==> src/rtl/serial_subtractor_pkg.sv <==
// Shared definitions for the digit-serial subtractor: FSM state encoding and
// the digit-counter width helper.
package serial_sub_pkg;

   typedef logic [1:0] state_t;

   localparam state_t ST_IDLE = 2'd0;
   localparam state_t ST_RUN  = 2'd1;
   localparam state_t ST_DONE = 2'd2;

   // clog2(n), but never narrower than one bit so a single-digit build still has a counter
   function automatic int cnt_width(input int n);
      int w;
      w = 1;
      while ((1 << w) < n) w++;
      return w;
   endfunction

endpackage

==> src/rtl/serial_subtractor_if.sv <==
// Request/response bundle for serial_subtractor. start/a/b/bin flow master->slave,
// busy/done/diff/bout and the FSM debug state flow slave->master.
interface serial_subtractor_if #(
   parameter int WIDTH = 8
) ();

   // Framing: a request is taken on a rising edge where start=1 and the slave is
   // idle (busy=0, done=0); a/b/bin are sampled on that edge only. done pulses
   // for one cycle when diff/bout become valid; they hold until the next taken start.
   logic                    start;
   logic [WIDTH-1:0]        a;
   logic [WIDTH-1:0]        b;
   logic                    bin;
   logic                    busy;
   logic                    done;
   logic [WIDTH-1:0]        diff;
   logic                    bout;
   serial_sub_pkg::state_t  dbg_state;

   modport master (
      output start, a, b, bin,
      input  busy, done, diff, bout, dbg_state
   );

   modport slave (
      input  start, a, b, bin,
      output busy, done, diff, bout, dbg_state
   );

endinterface

==> src/rtl/serial_subtractor_full_sub.sv <==
// One-bit full subtractor slice: d = x - y - bi, bo = borrow out.
module full_sub (
   input  logic x,
   input  logic y,
   input  logic bi,
   output logic d,
   output logic bo
);

   assign d  = x ^ y ^ bi;
   assign bo = (~x & y) | (~(x ^ y) & bi);

endmodule

==> src/rtl/serial_subtractor.sv <==
// Digit-serial unsigned subtractor: diff = a - b - bin, DIGIT bits per clock, LSB first.
// Optional SERIAL_SUB_SAT_EN clamps diff to zero on underflow (bout still reports it).
module serial_subtractor
   import serial_sub_pkg::*;
#(
   parameter int WIDTH = 8,
   parameter int DIGIT = 1
) (
   input logic                clk,
   input logic                rst,
   serial_subtractor_if.slave bus
);

   localparam int NDIG = WIDTH / DIGIT;
   localparam int CW   = cnt_width(NDIG);
   localparam logic [CW-1:0] LAST = CW'(NDIG - 1);

   generate
      if (DIGIT < 1 || DIGIT > WIDTH || (WIDTH % DIGIT) != 0) begin : g_bad_cfg
         $error("serial_subtractor: DIGIT must divide WIDTH and lie in 1..WIDTH");
      end
   endgenerate

   state_t            state_q;
   state_t            state_d;
   logic [WIDTH-1:0]  a_q;
   logic [WIDTH-1:0]  b_q;
   logic [WIDTH-1:0]  diff_q;
   logic [WIDTH-1:0]  diff_upd;
   logic              borrow_q;
   logic              bout_q;
   logic [CW-1:0]     cnt_q;
   logic              busy;
   logic              done;

   logic [DIGIT-1:0]  a_arr [NDIG];
   logic [DIGIT-1:0]  b_arr [NDIG];
   logic [DIGIT-1:0]  a_dig;
   logic [DIGIT-1:0]  b_dig;
   logic [DIGIT-1:0]  d_dig;
   logic [DIGIT:0]    br;

   logic accept;
   logic last;

   assign accept = (state_q == ST_IDLE) && bus.start;
   assign last   = (cnt_q == LAST);

   // Digit views of the held operands, and the result with only the current digit replaced
   generate
      for (genvar g = 0; g < NDIG; g++) begin : g_dig
         assign a_arr[g] = a_q[g*DIGIT +: DIGIT];
         assign b_arr[g] = b_q[g*DIGIT +: DIGIT];
         assign diff_upd[g*DIGIT +: DIGIT] =
            (cnt_q == CW'(g)) ? d_dig : diff_q[g*DIGIT +: DIGIT];
      end
   endgenerate

   assign a_dig = a_arr[cnt_q];
   assign b_dig = b_arr[cnt_q];
   assign br[0] = borrow_q;

   generate
      for (genvar i = 0; i < DIGIT; i++) begin : g_slice
         full_sub u_fs (
            .x  (a_dig[i]),
            .y  (b_dig[i]),
            .bi (br[i]),
            .d  (d_dig[i]),
            .bo (br[i+1])
         );
      end
   endgenerate

   // FSM: state register
   always_ff @(posedge clk) begin
      if (rst) state_q <= ST_IDLE;
      else     state_q <= state_d;
   end

   // FSM: next state
   always_comb begin
      state_d = state_q;
      case (state_q)
         ST_IDLE: if (bus.start) state_d = ST_RUN;
         ST_RUN:  if (last)      state_d = ST_DONE;
         ST_DONE:                state_d = ST_IDLE;
         default:                state_d = ST_IDLE;
      endcase
   end

   // FSM: outputs
   always_comb begin
      busy = 1'b0;
      done = 1'b0;
      case (state_q)
         ST_RUN:  busy = 1'b1;
         ST_DONE: done = 1'b1;
         default: ;
      endcase
   end

   // Datapath: operand latches, borrow chain register, digit counter, result
   always_ff @(posedge clk) begin
      if (rst) begin
         a_q      <= '0;
         b_q      <= '0;
         borrow_q <= 1'b0;
         cnt_q    <= '0;
         diff_q   <= '0;
         bout_q   <= 1'b0;
      end else if (accept) begin
         a_q      <= bus.a;
         b_q      <= bus.b;
         borrow_q <= bus.bin;
         cnt_q    <= '0;
         diff_q   <= '0;
         bout_q   <= 1'b0;
      end else if (state_q == ST_RUN) begin
         diff_q   <= diff_upd;
         borrow_q <= br[DIGIT];
         cnt_q    <= last ? '0 : cnt_q + CW'(1);
         if (last) begin
            bout_q <= br[DIGIT];
`ifdef SERIAL_SUB_SAT_EN
            if (br[DIGIT]) diff_q <= '0;
`else
`endif
         end
      end
   end

   assign bus.busy      = busy;
   assign bus.done      = done;
   assign bus.diff      = diff_q;
   assign bus.bout      = bout_q;
   assign bus.dbg_state = state_q;

endmodule

==> src/flat_wrapper.sv <==
// flat-port wrapper written by rule: the top's interface ports become plain ports
module serial_subtractor_flat import serial_sub_pkg::*;
#(
   parameter int WIDTH = 8,
   parameter int DIGIT = 1
)
  (clk, rst, bus_start, bus_a, bus_b, bus_bin, bus_busy, bus_done, bus_diff, bus_bout, bus_dbg_state);
  serial_subtractor_if #(.WIDTH(WIDTH)) bus_i ();
  input logic clk;
  input logic rst;
  input wire logic [$bits(bus_i.start)-1:0] bus_start;
  input wire logic [$bits(bus_i.a)-1:0] bus_a;
  input wire logic [$bits(bus_i.b)-1:0] bus_b;
  input wire logic [$bits(bus_i.bin)-1:0] bus_bin;
  output wire logic [$bits(bus_i.busy)-1:0] bus_busy;
  output wire logic [$bits(bus_i.done)-1:0] bus_done;
  output wire logic [$bits(bus_i.diff)-1:0] bus_diff;
  output wire logic [$bits(bus_i.bout)-1:0] bus_bout;
  output wire logic [$bits(bus_i.dbg_state)-1:0] bus_dbg_state;
  assign bus_i.start = bus_start;
  assign bus_i.a = bus_a;
  assign bus_i.b = bus_b;
  assign bus_i.bin = bus_bin;
  assign bus_busy = bus_i.busy;
  assign bus_done = bus_i.done;
  assign bus_diff = bus_i.diff;
  assign bus_bout = bus_i.bout;
  assign bus_dbg_state = bus_i.dbg_state;
  serial_subtractor #(.WIDTH(WIDTH), .DIGIT(DIGIT)) u_core (.clk(clk), .rst(rst), .bus(bus_i));
endmodule
==> config.mk <==
export PLATFORM = sky130hd
export DESIGN_NAME = serial_subtractor_flat
export DESIGN_NICKNAME = d
export VERILOG_FILES = /design/src/rtl/serial_subtractor_pkg.sv /design/src/rtl/serial_subtractor_if.sv /design/src/rtl/serial_subtractor_full_sub.sv /design/src/rtl/serial_subtractor.sv /design/src/flat_wrapper.sv
export SDC_FILE = /design/constraint.sdc
export NUM_CORES = 1
export LEC_CHECK = 0
export CORE_UTILIZATION = 50
export CTS_BUF_LIST = sky130_fd_sc_hd__clkbuf_2
export DETAILED_ROUTE_END_ITERATION = 6
export PLACE_DENSITY_LB_ADDON = 0.05
export SETUP_SLACK_MARGIN = 0.1
export SYNTH_ARGS = -nofsm -noshare
export SYNTH_HDL_FRONTEND = slang
export SYNTH_SLANG_ARGS = --single-unit
==> constraint.sdc <==
create_clock -name clk -period 2.7 [get_ports clk]
set_input_delay 0.54 -clock clk [delete_from_list [all_inputs] [get_ports clk]]
set_output_delay 0.54 -clock clk [all_outputs]
set_load 0.05 [all_outputs]
==> results of run 1 <==
## layout by cell type (no fill, tap or decap)
cell / n
a211oi_1: 1
a21oi_1: 25
a311oi_1: 1
buf_4: 4
clkbuf_2: 7
clkdlybuf4s50_1: 30
clkinv_2: 1
dfxtp_1: 31
dlymetal6s2s_1: 1
fa_1: 1
ha_1: 6
inv_1: 6
mux2i_1: 4
mux4_2: 4
nand2_1: 42
nand2b_1: 1
nand2b_2: 1
nand3_1: 2
nand3b_1: 1
nand4_1: 3
nor2_1: 7
nor2b_1: 1
nor3b_2: 1
nor4bb_1: 3
o211a_1: 1
o21a_1: 1
o21ai_0: 5
or3_1: 1
or3b_1: 1
## sequential cells by signal (all words and copies together) (netlist names)
name / count
u_core.cnt_q: 3
u_core.bus.bout: 1
u_core.b_q: 8
u_core.borrow_q: 1
u_core.bus.dbg_state: 2
u_core.a_q: 8
u_core.bus.diff: 8
## power by group through the flow
stage / Combinational, mW / Sequential [mW] / Clock, mW
global placement: 0.146 / 0.505 / 0
global route: 0.165 / 0.500 / 0.252
detailed placement: 0.151 / 0.507 / 0
CTS: 0.151 / 0.497 / 0.233
finish: 0.151 / 0.497 / 0.227
floorplan: 0.104 / 0.504 / 0
## cells by family after synthesis
family	Yosys count	synth area share
multiplexers	8	0.0908
buffers and inverters	18	0.0733
AO/OA/AOI/OAI	34	0.128
flip-flops	31	0.433
adder cells (fa/ha/maj)	7	0.0663
AND/OR/NAND/NOR	64	0.209
## layer usage
layer	wire length [um]	GRT usage	part of all wire	up-vias
met3	122	0.0656	0.041	7
met4	65	0.0929	0.022	0
met1	1260	0.231	0.43	550
met5	0	0	0	-
met2	1500	0.380	0.51	27
li1	-	-	-	607
## worst register-to-register path, cell delays in order (launching register included)
cell and delay (ns):
dfxtp_1 0.61, mux4_2 0.55, nand2_1 0.07, nand2_1 0.07
fa_1 0.72, nand4_1 0.13, a21oi_1 0.17
## repair_timing
action,in CTS,in global routing
endpoints found under the setup margin,0,1
setup buffers,0,0
resized for setup,0,1
## area by class of cell
class | count | area (um^2) | area share
timing repair buffer | 35 | 343 | 0.193
sequential | 31 | 621 | 0.350
inverter | 6 | 22.5 | 0.0127
clock inverter | 1 | 5.00 | 0.00282
multi-input combinational | 113 | 708 | 0.399
clock buffer | 7 | 35.0 | 0.0198
tap | 31 | 38.8 | 0.0219
## worst max path at each step
stage | to | from | cells past startpoint | slack, ns
2_1_floorplan | u_core.bus.diff[4] | u_core.cnt_q[0] | 8 | 0.51
3_3_place_gp | u_core.bus.diff[5] | u_core.cnt_q[0] | 6 | 0.44
3_5_place_dp | u_core.bus.diff[5] | u_core.cnt_q[0] | 6 | 0.35
4_1_cts | bus_done | u_core.bus.dbg_state[1] | 2 | 0.19
5_1_grt | u_core.bus.diff[5] | u_core.cnt_q[0] | 6 | 0.21
6_report | u_core.bus.diff[5] | u_core.cnt_q[0] | 6 | 0.32
==> impl_metrics.tcl, run 1 <==
set metrics [dict create \
    status "complete, no violations" \
    drt_iter0_drc 13 \
    grt_pass1_vias 1202 \
    power_density_nw_per_um2 493 \
    avgViaCountPerCell 5.32 \
    synthFlopType "dfxtp_1" \
    finalWirelength_um 2940 \
    overflow 0 \
    seqPwrFrac 0.568 \
    post_layout_nonfiller_instances 224 \
    timing.rr.start "u_core.cnt_q[0]" \
    track_usage 0.213 \
    fmax_mhz 421 \
    hp-class "reg2reg" \
    synth_top_cells_by_count "nand2_1 (42), dfxtp_1 (31), a21oi_1 (25), nor2_1 (7)" \
    fin_hold_ws_ns 0.469 \
    antenna_found_initial 0 \
    start_kind "flip-flop" \
    slew_viol_final 0 \
    r2r_cells 6 \
    clk_path_buf_depth 2 \
    final_area_um2 1770 \
    cts_buffers 5 \
    placed_cell_area_um2 1730 \
    num_antenna_cells 0 \
    fin_skew_ns 0.0130 \
    critPathCaptureType "flip-flop" \
    power.switching_uw 253 \
    yosysSeqAreaShare 0.433 \
    drive_gt1_frac 0.0933 \
    min_to "u_core.b_q[6]" \
    leakage_nw 0.686 \
    clk_latency_ns 0.36 \
    setup_viol 0 \
    fp.dieW_um 55.6 \
    synthCells 162 \
    synth_area_leaders "dfxtp_1 (43%), nand2_1 (11%), a21oi_1 (8.7%), mux4_2 (6.3%), ha_1 (5.2%)" \
    finish.utilization 0.649 \
    die_area_um2 3090 \
    wl_per_cell_um 13.1 \
    antenna_left 0 \
    first_pass_iters 4 \
    io_buffers 32 \
    period_minus_slack_ns 2.38 \
    yosysMostFrequentCell "nand2_1" \
    worstPathRequired_ns 3.01 \
    period_share 0.880 \
    synth_area_um2 1430 \
    yosysWarnings 0 \
    min_from "u_core.b_q[6]" \
    clkPwrFrac 0.259 \
    cts_tree "yes" \
    p_int_uw 620 \
    gp_congestion 0.869 \
    grt_pass1_wl_um 5120 \
    setup-tns-final_ns 0 \
    cts.sinks 31 \
    crit_path_cell_trace "mux4_2 > nand2_1 > nand2_1 > fa_1 > nand4_1 > a21oi_1" \
    crit_path_frequent_cell "nand2_1" \
    slew_headroom 0.599 \
    whs_path_depth 2 \
    dp.cells 216 \
    crit_family "adder cells" \
    io_pins 33 \
    regToRegSetupSlack_ns 0.32 \
    cp.arrival_ns 2.68 \
    cts-root-buf "clkbuf_2" \
    syn_nets 189 \
    ys_types 29 \
    path_clk_slew_ns 0.17 \
    slowest_stage "fa_1" \
    rsz0062_at_grt "no" \
    async_flop_share 0 \
    synth.avg_cell_area_um2 8.85 \
    post-synth-top-area-cell "dfxtp_1" \
    dp_hpwl_um 2190 \
    die_y_um 55.6 \
    p_total_uw 874 \
    cp_num_buf_inv 0 \
    via_count 1191 \
    grt_max_degree 20 \
    worst_slew_pin_slew_ns 0.601 \
    cts_hold_buffers 0 \
    combinationalPowerShare 0.172 \
    worst_slack_ns 0.324 \
    cts_max_level 2 \
    core_um2 2730 \
    std_cell_rows 19 \
    start_util 0.524 \
    hold_viol 0 \
    crit_fanout 9 \
    fin_nets 219 \
    dp_slack_ns 0.346 \
    drc 0 \
    vdd_drop_max_uv 418 \
    slowest_delay_ns 0.72 \
    p_sw_frac 0.290 \
    fillCellCount 225 \
    r2r_end "u_core.bus.diff[5]" \
    area_growth_syn_to_layout_pct 23.6 \
    ys_ff_latch 31 \
    synth_edf_count 0 \
    drv_cap 0 \
    netlist.area_leader.share 0.433 \
    crit_type "reg2reg" \
]
Power figures use the tool's default switching activity.
==> run 2, diff against run 1 <==
--- a/config.mk
+++ b/config.mk
@@ -5,11 +5,13 @@
 export SDC_FILE = /design/constraint.sdc
 export NUM_CORES = 1
 export LEC_CHECK = 0
-export CORE_UTILIZATION = 50
+export CORE_UTILIZATION = 25
 export CTS_BUF_LIST = sky130_fd_sc_hd__clkbuf_2
 export DETAILED_ROUTE_END_ITERATION = 6
+export DONT_BUFFER_PORTS = 1
 export PLACE_DENSITY_LB_ADDON = 0.05
 export SETUP_SLACK_MARGIN = 0.1
+export SKIP_CTS_REPAIR_TIMING = 1
 export SYNTH_ARGS = -nofsm -noshare
 export SYNTH_HDL_FRONTEND = slang
 export SYNTH_SLANG_ARGS = --single-unit
==> run 2 against run 1 <==
Register-to-register slack gained 0.13 ns. Clock power decreased by 8.8%. Critical path type unchanged. Fmax rose by 5.8%. Non-clock buffer count shrank 29. Largest cell class unchanged. Die area increased by 96%. Design area shrank 14%. Largest power group unchanged. Global-route usage is 9.5 points lower. Sequential share of layout area grew 6.0 points. Flip-flop and latch count did not move.
==> impl_metrics.tcl, run 2 (synthesized netlist as in run 1, its figures left out) <==
set metrics [dict create \
    status "complete, no violations" \
    overflow 0 \
    fp.dieW_um 77.7 \
    antenna_found_initial 0 \
    cts-root-buf "clkbuf_2" \
    dp_hpwl_um 2390 \
    core_um2 5510 \
    crit_path_cell_trace "mux4_2 > nand2_1 > nand2_1 > fa_1 > nand4_1 > a21oi_1" \
    antenna_left 0 \
    area_growth_syn_to_layout_pct 5.85 \
    drc 0 \
    met1_length_um 1430 \
    period_share 0.831 \
    drv_cap 0 \
    crit_family "adder cells" \
    gp_congestion 0.746 \
    fmax_mhz 445 \
    hold_viol 0 \
    min_from "rst" \
    timing.rr.start "u_core.cnt_q[0]" \
    wl_met3_um 153 \
    wl_per_cell_um 13.9 \
    fin_nets 190 \
    final_area_um2 1520 \
    setup-tns-final_ns 0 \
    cts_max_level 2 \
    slew_viol_final 0 \
    layout_commonest_cell "nand2_1" \
    leakage_nw 0.556 \
    r2r_cells 6 \
    num_antenna_cells 0 \
    crit_type "reg2reg" \
    die_y_um 77.7 \
    std_cell_rows 27 \
    maxUsedRoutingLayer "met4" \
    setup_viol 0 \
    drive_gt1_frac 0.117 \
    grt_max_degree 21 \
    cp_num_buf_inv 0 \
    r2r_end "u_core.bus.diff[4]" \
    vdd_drop_max_uv 169 \
    worst_slew_pin_slew_ns 0.642 \
    clk_path_buf_depth 2 \
    drt_iter0_drc 30 \
    power_density_nw_per_um2 539 \
    worstPathRequired_ns 2.99 \
    start_kind "flip-flop" \
    final_cell_mix "nand2_1 (42), dfxtp_1 (30), a21oi_1 (25), nor2_1 (7)" \
    critPathCaptureType "flip-flop" \
    wl_met2_um 1650 \
    rsz0062_at_grt "no" \
    finalWirelength_um 3250 \
    io_pins 33 \
    via_count 1039 \
    avgViaCountPerCell 4.44 \
    placed_cell_area_um2 1490 \
    min_to "u_core.b_q[0]" \
    cts_buffers 5 \
    clk_latency_ns 0.35 \
    whs_path_depth 1 \
    cp.arrival_ns 2.53 \
    crit_fanout 9 \
    grt_pass1_vias 1131 \
    start_util 0.260 \
    fillCellCount 617 \
    path_clk_slew_ns 0.16 \
    io_buffers 0 \
    hp-class "in2reg" \
    slowest_stage "fa_1" \
    slew_headroom 0.572 \
    period_minus_slack_ns 2.24 \
    crit_path_frequent_cell "nand2_1" \
    die_area_um2 6040 \
    slowest_delay_ns 0.72 \
    fin_skew_ns 0.0210 \
    regToRegSetupSlack_ns 0.46 \
    track_usage 0.118 \
    cts.sinks 31 \
    first_pass_iters 4 \
    grt_pass1_wl_um 5380 \
    cts_tree "yes" \
]
## run 2: cell count changes in the layout (fill, tap and decap cells not counted), sizes merged
cell           change
clkbuf             -1
dlymetal6s2s       -1
clkdlybuf4s50     -30
clkinv             -1
buf                +2
## run 2: how the worst max path moves through the flow
stage / start / endpoint / slack, ns / cells after the start
6_report: u_core.cnt_q[0] / u_core.bus.diff[4] / 0.46 / 6
2_1_floorplan: u_core.cnt_q[0] / u_core.bus.diff[4] / 0.51 / 8
5_1_grt: u_core.cnt_q[0] / u_core.bus.diff[4] / 0.26 / 6
3_5_place_dp: u_core.cnt_q[0] / u_core.bus.diff[4] / 0.31 / 6
4_1_cts: u_core.cnt_q[0] / u_core.bus.diff[4] / 0.28 / 6
3_3_place_gp: u_core.cnt_q[0] / u_core.bus.diff[7] / 0.38 / 6
## run 2: stage by stage
step | util | cells | hold slack (ns) | total power [mW] | worst slack, ns
3_5_place_dp | 0.270 | 228 | 0.443 | 0.626 | 0.307
3_3_place_gp | 0.270 | 228 | 0.444 | 0.625 | 0.382
6_report | 0.276 | 234 | 0.237 | 0.819 | 0.455
4_1_cts | 0.275 | 234 | 0.206 | 0.837 | 0.278
5_1_grt | 0.276 | 234 | 0.170 | 0.872 | 0.262
2_1_floorplan | - | 162 | 0.433 | 0.608 | 0.513
## run 2: area by class of cell
type                    count  area, um^2  share of cell area
multi-input cells         113         708               0.467
flip-flops and latches     31         622               0.410
well taps                  72        90.1              0.0594
repair buffers              6        45.0              0.0297
clock buffers               6        30.0              0.0198
inverters                   6        22.5              0.0148
## run 2: power breakdown
| group | switching [mW] | internal, mW | total (mW) |
|---|---|---|---|
| sequential | 0.0177 | 0.478 | 0.496 |
| combinational | 0.0718 | 0.0447 | 0.116 |
| clock | 0.148 | 0.0586 | 0.207 |
| total | 0.237 | 0.581 | 0.819 |
## run 2: per-layer routing
layer | global-route usage | vias to the layer above
li1 | - | 546
met1 | 0.124 | 467
met2 | 0.204 | 24
met3 | 0.0506 | 2
met4 | 0.0509 | 0
met5 | 0 | -
==> variant: new RTL, flow settings as in run 2 <==
`WIDTH` is set to 8 in 3 places; all go to 16.
--- a/src/rtl/serial_subtractor_if.sv
+++ b/src/rtl/serial_subtractor_if.sv
@@ -1,7 +1,7 @@
 // Request/response bundle for serial_subtractor. start/a/b/bin flow master->slave,
 // busy/done/diff/bout and the FSM debug state flow slave->master.
 interface serial_subtractor_if #(
-   parameter int WIDTH = 8
+   parameter int WIDTH = 16
 ) ();
 
    // Framing: a request is taken on a rising edge where start=1 and the slave is
--- a/src/rtl/serial_subtractor.sv
+++ b/src/rtl/serial_subtractor.sv
@@ -3,7 +3,7 @@
 module serial_subtractor
    import serial_sub_pkg::*;
 #(
-   parameter int WIDTH = 8,
+   parameter int WIDTH = 16,
    parameter int DIGIT = 1
 ) (
    input logic                clk,
--- a/src/flat_wrapper.sv
+++ b/src/flat_wrapper.sv
@@ -1,7 +1,7 @@
 // flat-port wrapper written by rule: the top's interface ports become plain ports
 module serial_subtractor_flat import serial_sub_pkg::*;
 #(
-   parameter int WIDTH = 8,
+   parameter int WIDTH = 16,
    parameter int DIGIT = 1
 )
   (clk, rst, bus_start, bus_a, bus_b, bus_bin, bus_busy, bus_done, bus_diff, bus_bout, bus_dbg_state);
Ports: changed (resized bus_a, bus_b and bus_diff); port bits go from 33 to 57. No check against the original RTL was run, so the function may have changed too.
==> variant against run 2 <==
- wire length up 110%
- sequential share of layout area up 0.67 points
- clock skew up 0.012 ns
- setup slack worse by 0.20 ns
- total power up 86%
- sequential cell count up 25
- largest power group unchanged
- clock power up 110%
- design area up 78%
- via count up 89%
- synthesized area up 72%
- highest routed layer unchanged
- first-iteration DRC count up 130%
==> variant: results (changes against run 2) <==
.. list-table::
   :header-rows: 1

   * - Metric
     - Value
   * - Run status
     - finished, final reports clean
   * - Source of the worst register-to-register timing path
     - u_core.cnt_q[0]
   * - Comb. pwr
     - 0.000195 W (+68%)
   * - Transition at the pin with the smallest max-transition slack
     - 0.609 ns (-0.0328 ns)
   * - CP arrival
     - 2.85 ns (+0.32 ns)
   * - First-pass GRT wire length
     - 10.9 mm (+100%)
   * - Vias post-DR
     - 1963 (+89%)
   * - Yosys synthesis warning count
     - 0 (unchanged)
   * - Synthesized net count
     - 328 (+74%)
   * - Destination of the worst hold path
     - u_core.a_q[0]
   * - Sw Share
     - 27.7% (-1.3 points)
   * - Multiplexer share of the synthesized area
     - 8.05% (-1.0 points)
   * - Largest net degree at the start of global routing
     - 37 (+76%)
   * - Number of DRC markers after the initial detailed-route iteration
     - 69 (+130%)
   * - Synth top area cells
     - sky130_fd_sc_hd__dfxtp_1 (45%), sky130_fd_sc_hd__a21oi_1 (11%), sky130_fd_sc_hd__nand2_1 (11%)
   * - Post-synthesis xor/xnor area fraction
     - 0.354% (+0.35 points)
   * - GRT Total Usage
     - 14.1% (+2.3 points)
   * - Register-to-register setup slack
     - 0.25 ns (-0.20 ns)
   * - Number of unique standard cell types used by synthesis
     - 32 (+10%)
   * - Final weighted congestion of routability-driven global placement
     - 0.666 (-11%)
   * - Leading cell types by count after synthesis
     - sky130_fd_sc_hd__nand2_1 (70), sky130_fd_sc_hd__dfxtp_1 (56), sky130_fd_sc_hd__a21oi_1 (55), sky130_fd_sc_hd__o21ai_0 (18), sky130_fd_sc_hd__nand4_1 (16)
   * - Highest fanout seen on the critical path
     - 8 (-1)
   * - Maximum ir drop on the vdd rail
     - 0.180 mV (+6.8%)
   * - LEAKAGE
     - 0.908 nW (+63%)
   * - Worst clock skew on the final layout
     - 0.0330 ns (+0.0120 ns)
   * - Mean routed wirelength per cell
     - 16.7 microns (+20%)
   * - Proportion of layout cells with a drive suffix above 1
     - 11.2% (-0.50 points)
   * - Fill cell total of the finished layout
     - 1032 (+67%)
   * - Final net count
     - 325 (+71%)
   * - Post-placement cell area
     - 2590 sq um (+74%)
   * - Clk Latency, worst-skew pair
     - 0.46 ns (+0.11 ns)
   * - H-Tree Level Count
     - 2 (unchanged)
   * - Detailed-placement wirelength estimate
     - 4.66 mm (+95%)
   * - Length in cells of the worst reg-to-reg path
     - 8 (+2)
   * - Area share of fa/ha/maj cells after synthesis
     - 2.84% (-3.8 points)
   * - Area fraction in compound gates after synthesis
     - 16.4% (+3.6 points)
   * - Worst flop-to-flop path endpoint
     - u_core.bus.diff[9]
   * - Share of the yosys chip area belonging to registers
     - 45.4% (+2.1 points)
## variant: area by class of cell
class                           count  share of cell area (%)
Multi-Input combinational cell    204                    45.4
Inverter                            4                   0.696
Timing Repair Buffer               13                    3.76
Clock buffer                        6                    1.11
Clock inverter                      2                    1.44
Sequential cell                    56                    41.6
Tap cell                          129                    5.99
## variant: how the worst max path moves through the flow
stage / from / to / slack, ns
floorplan: u_core.cnt_q[0] / u_core.bus.diff[12] / 0.14
global placement: u_core.cnt_q[0] / u_core.bus.diff[15] / 0.04
detailed placement: u_core.cnt_q[0] / u_core.bus.diff[15] / 0.02
CTS: u_core.cnt_q[0] / u_core.bus.diff[15] / -0.07
global route: u_core.cnt_q[0] / u_core.bus.diff[1] / 0.13
finish: u_core.cnt_q[0] / u_core.bus.diff[9] / 0.25
## variant: stage by stage
stage               hold WS (ns)  utilization, %  std cells  total power (W)  setup TNS, ns
floorplan                  0.432               -        287          0.00104              0
global placement           0.434            27.5        403          0.00108              0
detailed placement         0.438            27.5        403          0.00108              0
CTS                       0.0487            28.3        411          0.00153         -0.453
global route              0.0127            28.6        414          0.00160              0
finish                    0.0888            28.6        414          0.00152              0
## variant: worst max-delay path, cell delays in order (launching register included)
cell	delay, ns
sky130_fd_sc_hd__dfxtp_2	0.41
sky130_fd_sc_hd__buf_4	0.14
sky130_fd_sc_hd__mux4_1	0.54
sky130_fd_sc_hd__a22oi_1	0.21
sky130_fd_sc_hd__nand2_1	0.10
sky130_fd_sc_hd__fa_2	0.55
sky130_fd_sc_hd__clkbuf_4	0.20
sky130_fd_sc_hd__nand4_1	0.10
sky130_fd_sc_hd__a21oi_1	0.15
## variant: layer usage
layer	track usage (%)	up-vias	routed length (microns)
met3	3.59	8	343
li1	-	993	-
met4	4.01	0	70
met1	18.1	922	3280
met5	0	-	0
met2	23.3	40	3200
